--- src/rtl/out_gate_pkg.sv ---
// Shared types and default constants for the code-locked output gate.
package out_gate_pkg;

    typedef enum logic [2:0] {
        ST_LOCKED  = 3'd0,
        ST_S1      = 3'd1,
        ST_S2      = 3'd2,
        ST_OPEN    = 3'd3,
        ST_LOCKOUT = 3'd4
    } gate_state_e;

    localparam logic [2:0] CODE0_DEF       = 3'd5;
    localparam logic [2:0] CODE1_DEF       = 3'd2;
    localparam logic [2:0] CODE2_DEF       = 3'd7;
    localparam int         OPEN_CYCLES_DEF = 8;
    localparam int         LOCK_CYCLES_DEF = 16;
    localparam int         MAX_FAILS_DEF   = 3;

    // Saturating increment so the failure counter can never pass its limit.
    function automatic logic [1:0] sat_inc(input logic [1:0] v, input logic [1:0] lim);
        return (v >= lim) ? lim : v + 2'd1;
    endfunction

endpackage

--- src/rtl/gate_timer.sv ---
// 8-bit loadable down-counter; zero is a decode of the count register.
module gate_timer (
    input  logic       clk,
    input  logic       rst,
    input  logic       load,
    input  logic [7:0] load_val,
    input  logic       en,
    output logic       zero
);

    logic [7:0] cnt_q, cnt_d;

    always_comb begin
        cnt_d = cnt_q;
        if (load) begin
            cnt_d = load_val;
        end else if (en && (cnt_q != 8'd0)) begin
            cnt_d = cnt_q - 8'd1;
        end
    end

    always_ff @(posedge clk) begin
        if (rst) begin
            cnt_q <= 8'd0;
        end else begin
            cnt_q <= cnt_d;
        end
    end

    assign zero = (cnt_q == 8'd0);

endmodule

--- src/rtl/out_gate_ctrl.sv ---
// Three-code sequential lock gating a 3-bit payload, with timed open window
// and a lockout after repeated wrong codes.
module out_gate_ctrl
    import out_gate_pkg::*;
#(
    parameter logic [2:0] CODE0       = CODE0_DEF,
    parameter logic [2:0] CODE1       = CODE1_DEF,
    parameter logic [2:0] CODE2       = CODE2_DEF,
    parameter int         OPEN_CYCLES = OPEN_CYCLES_DEF,
    parameter int         LOCK_CYCLES = LOCK_CYCLES_DEF,
    parameter int         MAX_FAILS   = MAX_FAILS_DEF
) (
    input  logic       clk,
    input  logic       rst,
    input  logic       code_valid,
    input  logic [2:0] user_input,
    input  logic       relock,
    output logic [2:0] out,
    output logic       unlocked,
    output logic       locked_out,
    output logic [1:0] fail_cnt
);

    localparam logic [1:0] MAX_F     = 2'(MAX_FAILS);
    localparam logic [7:0] OPEN_LOAD = 8'(OPEN_CYCLES - 1);
    localparam logic [7:0] LOCK_LOAD = 8'(LOCK_CYCLES - 1);

    gate_state_e state_q, state_d;
    logic [1:0]  fail_q, fail_d, fail_inc;
    logic [2:0]  out_q, out_d;
    logic [2:0]  code_exp;
    logic        tmr_load, tmr_en, tmr_zero;
    logic [7:0]  tmr_val;

    gate_timer u_timer (
        .clk      (clk),
        .rst      (rst),
        .load     (tmr_load),
        .load_val (tmr_val),
        .en       (tmr_en),
        .zero     (tmr_zero)
    );

    always_comb begin
        state_d  = state_q;
        fail_d   = fail_q;
        tmr_load = 1'b0;
        tmr_val  = OPEN_LOAD;
        tmr_en   = 1'b0;
        fail_inc = sat_inc(fail_q, MAX_F);

        code_exp = CODE0;
        if (state_q == ST_S1) code_exp = CODE1;
        if (state_q == ST_S2) code_exp = CODE2;

        case (state_q)
            ST_LOCKED, ST_S1, ST_S2: begin
                // relock only matters once part of the sequence has been entered
                if (relock && (state_q != ST_LOCKED)) begin
                    state_d = ST_LOCKED;
                end else if (code_valid) begin
                    if (user_input == code_exp) begin
                        if (state_q == ST_LOCKED) begin
                            state_d = ST_S1;
                        end else if (state_q == ST_S1) begin
                            state_d = ST_S2;
                        end else begin
                            state_d  = ST_OPEN;
                            fail_d   = 2'd0;
                            tmr_load = 1'b1;
                            tmr_val  = OPEN_LOAD;
                        end
                    end else begin
                        fail_d = fail_inc;
                        if (fail_inc == MAX_F) begin
                            state_d  = ST_LOCKOUT;
                            tmr_load = 1'b1;
                            tmr_val  = LOCK_LOAD;
                        end else begin
                            state_d = ST_LOCKED;
                        end
                    end
                end
            end
            ST_OPEN: begin
                if (relock || tmr_zero) begin
                    state_d = ST_LOCKED;
                end else begin
                    tmr_en = 1'b1;
                end
            end
            ST_LOCKOUT: begin
                if (tmr_zero) begin
                    state_d = ST_LOCKED;
                    fail_d  = 2'd0;
                end else begin
                    tmr_en = 1'b1;
                end
            end
            default: state_d = ST_LOCKED;
        endcase

        // Payload passes only while the gate will be open, so it drops the edge it closes.
        out_d = (state_d == ST_OPEN) ? user_input : 3'd0;
    end

    always_ff @(posedge clk) begin
        if (rst) begin
            state_q <= ST_LOCKED;
            fail_q  <= 2'd0;
            out_q   <= 3'd0;
        end else begin
            state_q <= state_d;
            fail_q  <= fail_d;
            out_q   <= out_d;
        end
    end

    assign out        = out_q;
    assign unlocked   = (state_q == ST_OPEN);
    assign locked_out = (state_q == ST_LOCKOUT);
    assign fail_cnt   = fail_q;

endmodule

--- config.mk ---
export PLATFORM = sky130hd
export DESIGN_NAME = out_gate_ctrl
export DESIGN_NICKNAME = d
export VERILOG_FILES = /design/src/rtl/out_gate_pkg.sv /design/src/rtl/gate_timer.sv /design/src/rtl/out_gate_ctrl.sv
export SDC_FILE = /design/constraint.sdc
export NUM_CORES = 1
export LEC_CHECK = 0
export CORE_ASPECT_RATIO = 1.1
export CORE_MARGIN = 2
export CORE_UTILIZATION = 57
export CTS_CLUSTER_SIZE = 10
export DETAILED_ROUTE_END_ITERATION = 10
export PLACE_DENSITY = 0.82
export SYNTH_ARGS = -nofsm -noshare
export SYNTH_HDL_FRONTEND = slang
export SYNTH_SLANG_ARGS = --single-unit
export TNS_END_PERCENT = 100
--- constraint.sdc ---
create_clock -name clk -period 3.7 [get_ports clk]
set_input_delay 0.925 -clock clk [delete_from_list [all_inputs] [get_ports clk]]
set_output_delay 0.925 -clock clk [all_outputs]
set_load 0.03 [all_outputs]
Word level (Yosys, flattened, before mapping)
Index checks and enable logic that the tools add are counted.
Widths: inputs -> output; s select.
{ "totals": {"regBits": 16, "output_inout_bits": 7} }
{ "classes": {"add_sub_neg": 2, "magnitude_cmp": 1, "eq_ne": 12, "muxes": 36, "bitwise": 1, "n_reduce_logical": 12} }
{ "op_table": {"columns": ["op", "n"], "rows": [
  ["$mux 3", 8],
  ["$mux 4", 5],
  ["$mux 2", 8],
  ["$mux 8", 2],
  ["$mux 1", 10],
  ["$eq 3x2->1 const B", 3],
  ["$pmux 3 s3", 1],
  ["$logic_not 8->1", 1],
  ["$reduce_bool 8->1", 1],
  ["$sub 8x1->8 const B", 1],
  ["$ne 3x3->1 const B", 2],
  ["$reduce_and 6->1", 1],
  ["$ne 2x2->1 const B", 2],
  ["$pmux 2 s2", 1],
  ["$reduce_bool 2->1", 2],
  ["$eq 3x1->1 const B", 1],
  ["$eq 3x3->1", 1],
  ["$eq 3x3->1 const B", 1],
  ["$logic_not 3->1", 1],
  ["$reduce_bool 3->1", 1],
  ["$reduce_or 3->1", 1],
  ["$add 2x1->2 const B", 1],
  ["$eq 2x2->1 const B", 1],
  ["$ge 2x2->1 const B", 1],
  ["other kinds (6)", 7]
]} }

Longest topological paths before layout
{ "depth": {"depth_word": 11, "depth_mapped": 7, "depth_no_buf": 7} }

By module
Synthesis repeated with hierarchy kept, for this count alone.
{ "hier_totals": {"cells_unflattened": 135, "area_unflattened_um2": 1169.9} }
{ "by_module_without_submodules": {"columns": ["mod", "instances", "cells_each", "area_each_um2"], "rows": [
  ["out_gate_ctrl", 1, 76, 654.4],
  ["gate_timer", 1, 59, 515.5]
]} }

Worst setup path after synthesis
Ideal clock, no wire load.
{ "synth_path": {"path_kind": "input port to flip-flop", "from": "in relock", "to": "reg u_timer.cnt_q[4]", "arrival_ns": 1.894, "t_required_ns": 3.568, "setup_slack_ns": 1.674, "path_stages": 5, "n_path_buf": 0, "path_cell_list": "maj3_2 > a211oi_2 > nand2_1 > nor2_1 > nor3_1"} }
{ "synth_between": {"elab_chain_len": 5, "word_cells_on_any_way": 9, "classes_between": "mux: 5; reduce/logical: 4"} }
{ "synth_lines": {"columns": ["item", "line", "source"], "rows": [
  ["start, declared", "out_gate_ctrl.sv:17", "input logic relock,"],
  ["$logic_or 1x1->1", "out_gate_ctrl.sv:86", "if (relock || tmr_zero) begin"],
  ["$mux 1", "out_gate_ctrl.sv:86", null],
  ["$pmux 1 s2", "out_gate_ctrl.sv:56", "case (state_q)"],
  ["$logic_and 1x1->1", "gate_timer.sv:17", "end else if (en && (cnt_q != 8'd0)) begin"],
  ["$reduce_bool 2->1 (no line)", null, null],
  ["end signal, assigned", "gate_timer.sv:26", "cnt_q <= cnt_d;"],
  ["end, declared", "gate_timer.sv:11", "logic [7:0] cnt_q, cnt_d;"]
]} }
Parallel ways exist; a longest one is shown, timed or not.
A chain may end at the register's enable or synchronous reset.

Worst setup path after layout
{ "layout_path": {"from": "reg state_q[0]", "to": "out unlocked"} }
{ "layout_between": {"elab_chain_len": 1} }
{ "layout_lines": {"columns": ["item", "line", "source"], "rows": [
  ["start, declared", "out_gate_ctrl.sv:28", "gate_state_e state_q, state_d;"],
  ["start signal, assigned", "out_gate_ctrl.sv:113", "state_q <= state_d;"],
  ["$eq 3x2->1", "out_gate_ctrl.sv:120", "assign unlocked = (state_q == ST_OPEN);"],
  ["end, declared", "out_gate_ctrl.sv:19", "output logic unlocked,"]
]} }
Every way passes these cells.

==> flow_summary.yaml <==
finish:
  fin_util: 0.674
  final_area_um2: 1160
  area_growth_pct: 14.1
  num-fill-cells: 148
  multiInputGateArea_um2: 651
  drive_gt1_frac: 0.167
  regArea_um2: 320
  final_nets: 136
  antennaDiodeCount: 0
  instances_no_fill: 144
floorplan:
  initial_core_util: 0.591
  die_width_um: 44.3
  io_pins: 14
  die_height_um: 48.3
  die_area_um2: 2140
  row_count: 16
  coreArea_um2: 1720
grt:
  antenna_found_initial: 0
  grtUsageTotal: 0.223
  grt_pass1_wl_mm: 3.62
  grt_pass1_vias: 834
  grt_max_degree: 14
  grt.overflow.total: 0
sta:
  hold_ws_ns: 0.513
  tightest_slew_ns: 0.453
  drv_slew: 0
  rsz0062_at_grt: "false"
  setup_violations: 0
  fmaxAchievable_mhz: 352
  period_share: 0.767
  final_hold_viol_count: 0
  fin_worst_skew_ns: 0.00593
  fin_crit_ns: 2.84
  setup_ws_ns: 0.863
  max_slew_margin: 0.697
  timing.setup.tns_ns: 0
setup_path:
  cp_slowest_stage_delay_ns: 0.67
  cpMaxStageDelayCell: "clkdlybuf4s50_1"
  required_ns: 2.77
  worstSetupEndpointType: "output pin"
  arrival_ns: 1.91
  r2r-start: "u_timer.cnt_q[0]"
  path_delay_family: "buffers and inverters"
  cp-start-kind: "flip-flop"
  crit_fanout: 13
  path_buf_inv: 1
  path_cells: "and2b_4 > and2_1 > clkdlybuf4s50_1"
  criticalPathCategory: "flip-flop to output pin"
  startpoint: "state_q[0]"
logic_synthesis:
  synthTopCellsByCount: "16 x dfxtp_1, 9 x a21oi_1, 9 x nand2_1"
  synthDistinctLibCells: 43
  synth_top_cell_area_share: 0.315
  yosysWarnings: 0
  synth-seq-cells: 16
  synth-edff-count: 0
  ys_async_sr_fraction: 0
  ys.flop_type: "dfxtp_1"
  synth.avg_cell_area_um2: 9.00
  yosys.area.top_type: "dfxtp_1"
  yosysSeqAreaShare: 0.315
  synthCells: 113
  synth.most_common_cell: "dfxtp_1"
  ys_top_cells_by_area: "dfxtp_1 31%, a21oi_1 4.4%, xnor2_1 4.3%, nor3_2 3.9%, nand2_1 3.3%"
  syn_area_um2: 1020
  synth_nets: 121
route:
  wl_mm: 2.02
  wl_per_cell_um: 14.0
  post_drt_via_cell_ratio: 5.78
  drtIter0Drc: 11
  ant_nets: 0
  drc: 0
  vias: 833
  drt-pass1-iter-count: 4
placement:
  dpl_cell_area_um2: 1140
  place_inst: 141
  port_buffers: 13
  gp_congestion: 0.812
  dp_slack_ns: 1.01
  dp_hpwl_mm: 1.61
clocking:
  numCtsBuffers: 3
  clk_pin_slew_ns: 0.09
  cts_tree: "yes"
  cts_hold_buf: 0
  cts_resized: 0
  postCtsSetupBuffers: 0
  cts-root-buf: "clkbuf_4"
  clock_sinks: 16
  htreeDepth: 1
  worstSkewPairLatency_ns: 0.28
  clockBufferDepth: 2
status:
  status: "finished clean"
worst_hold_path:
  hold_class: "flip-flop to flip-flop"
  min_from: "fail_cnt[0]"
power:
  p_leak_nw: 0.389
  powerDensity_nw_per_um2: 300
  ir_drop_v: 0.000216
  p_total_mw: 0.348
job:
  maxCapViolations: 0
==> routing by layer <==
metal,track usage,share of wire
met2,0.380,0.53
met5,0,0
met4,0.0758,0.013
met1,0.279,0.42
met3,0.0336,0.027
==> cell families (layout without fill, tap and decap cells) <==
kind of cell             count (synthesis)  after routing  synth area share
flip-flops                              16             16             0.315
XOR/XNOR                                 6              6            0.0517
AO/OA/AOI/OAI                           24             24             0.148
adder cells (fa/ha/maj)                  2              2            0.0234
buffers and inverters                    7             20            0.0455
multiplexers                             2              2            0.0221
AND/OR/NAND/NOR                         56             56             0.395
==> sequential cells by signal, summed over array words and instances, names as in the netlist <==
name / count
u_timer.cnt_q: 8
out: 3
state_q: 3
fail_cnt: 2
==> path summary, 6_finish.rpt <==
path / end / slack, ns / cells past startpoint
worst max-delay path: unlocked / 0.86 / 3
worst min-delay path: fail_cnt[0] / 0.51 / 2
worst max register to register: out[0] / 1.62 / 7
worst min register to register: fail_cnt[0] / 0.51 / 2
==> area by class of cell <==
class	instances	share of cell area
clock buffer	3	0.0194
inverter	4	0.0129
multi-input combinational	90	0.560
sequential	16	0.276
tap	18	0.0194
timing repair buffer	13	0.112
==> worst reg2reg max path, stage by stage, from the launching register on <==
cell and delay (ns):
dfxtp_1 0.35, inv_1 0.10, ha_1 0.23, nor4b_2 0.40, nand2_1 0.25, and2_1 0.26
o21ai_1 0.30, nor3b_1 0.09
==> where the power goes <==
| group | internal (mW) | switching (mW) |
|---|---|---|
| combinational | 0.0330 | 0.0388 |
| sequential | 0.178 | 0.00887 |
| clock | 0.0377 | 0.0520 |
| total | 0.249 | 0.0997 |
==> cell usage in the layout, fill, tap and decap left out, drive strengths merged, types with 2 or more instances in the layout <==
cell type | synthesis | routed
a211oi | 2 | 2
a21boi | 2 | 2
a21oi | 10 | 10
and2 | 3 | 3
clkbuf | 0 | 3
clkdlybuf4s50 | 0 | 13
dfxtp | 16 | 16
inv | 4 | 4
mux2 | 2 | 2
nand2 | 9 | 9
nand2b | 5 | 5
nand3b | 2 | 2
nor2 | 8 | 8
nor3 | 8 | 8
nor3b | 5 | 5
nor4 | 2 | 2
nor4b | 3 | 3
o21ai | 7 | 7
or3b | 2 | 2
xnor2 | 5 | 5
Power figures use the tool's default switching activity.
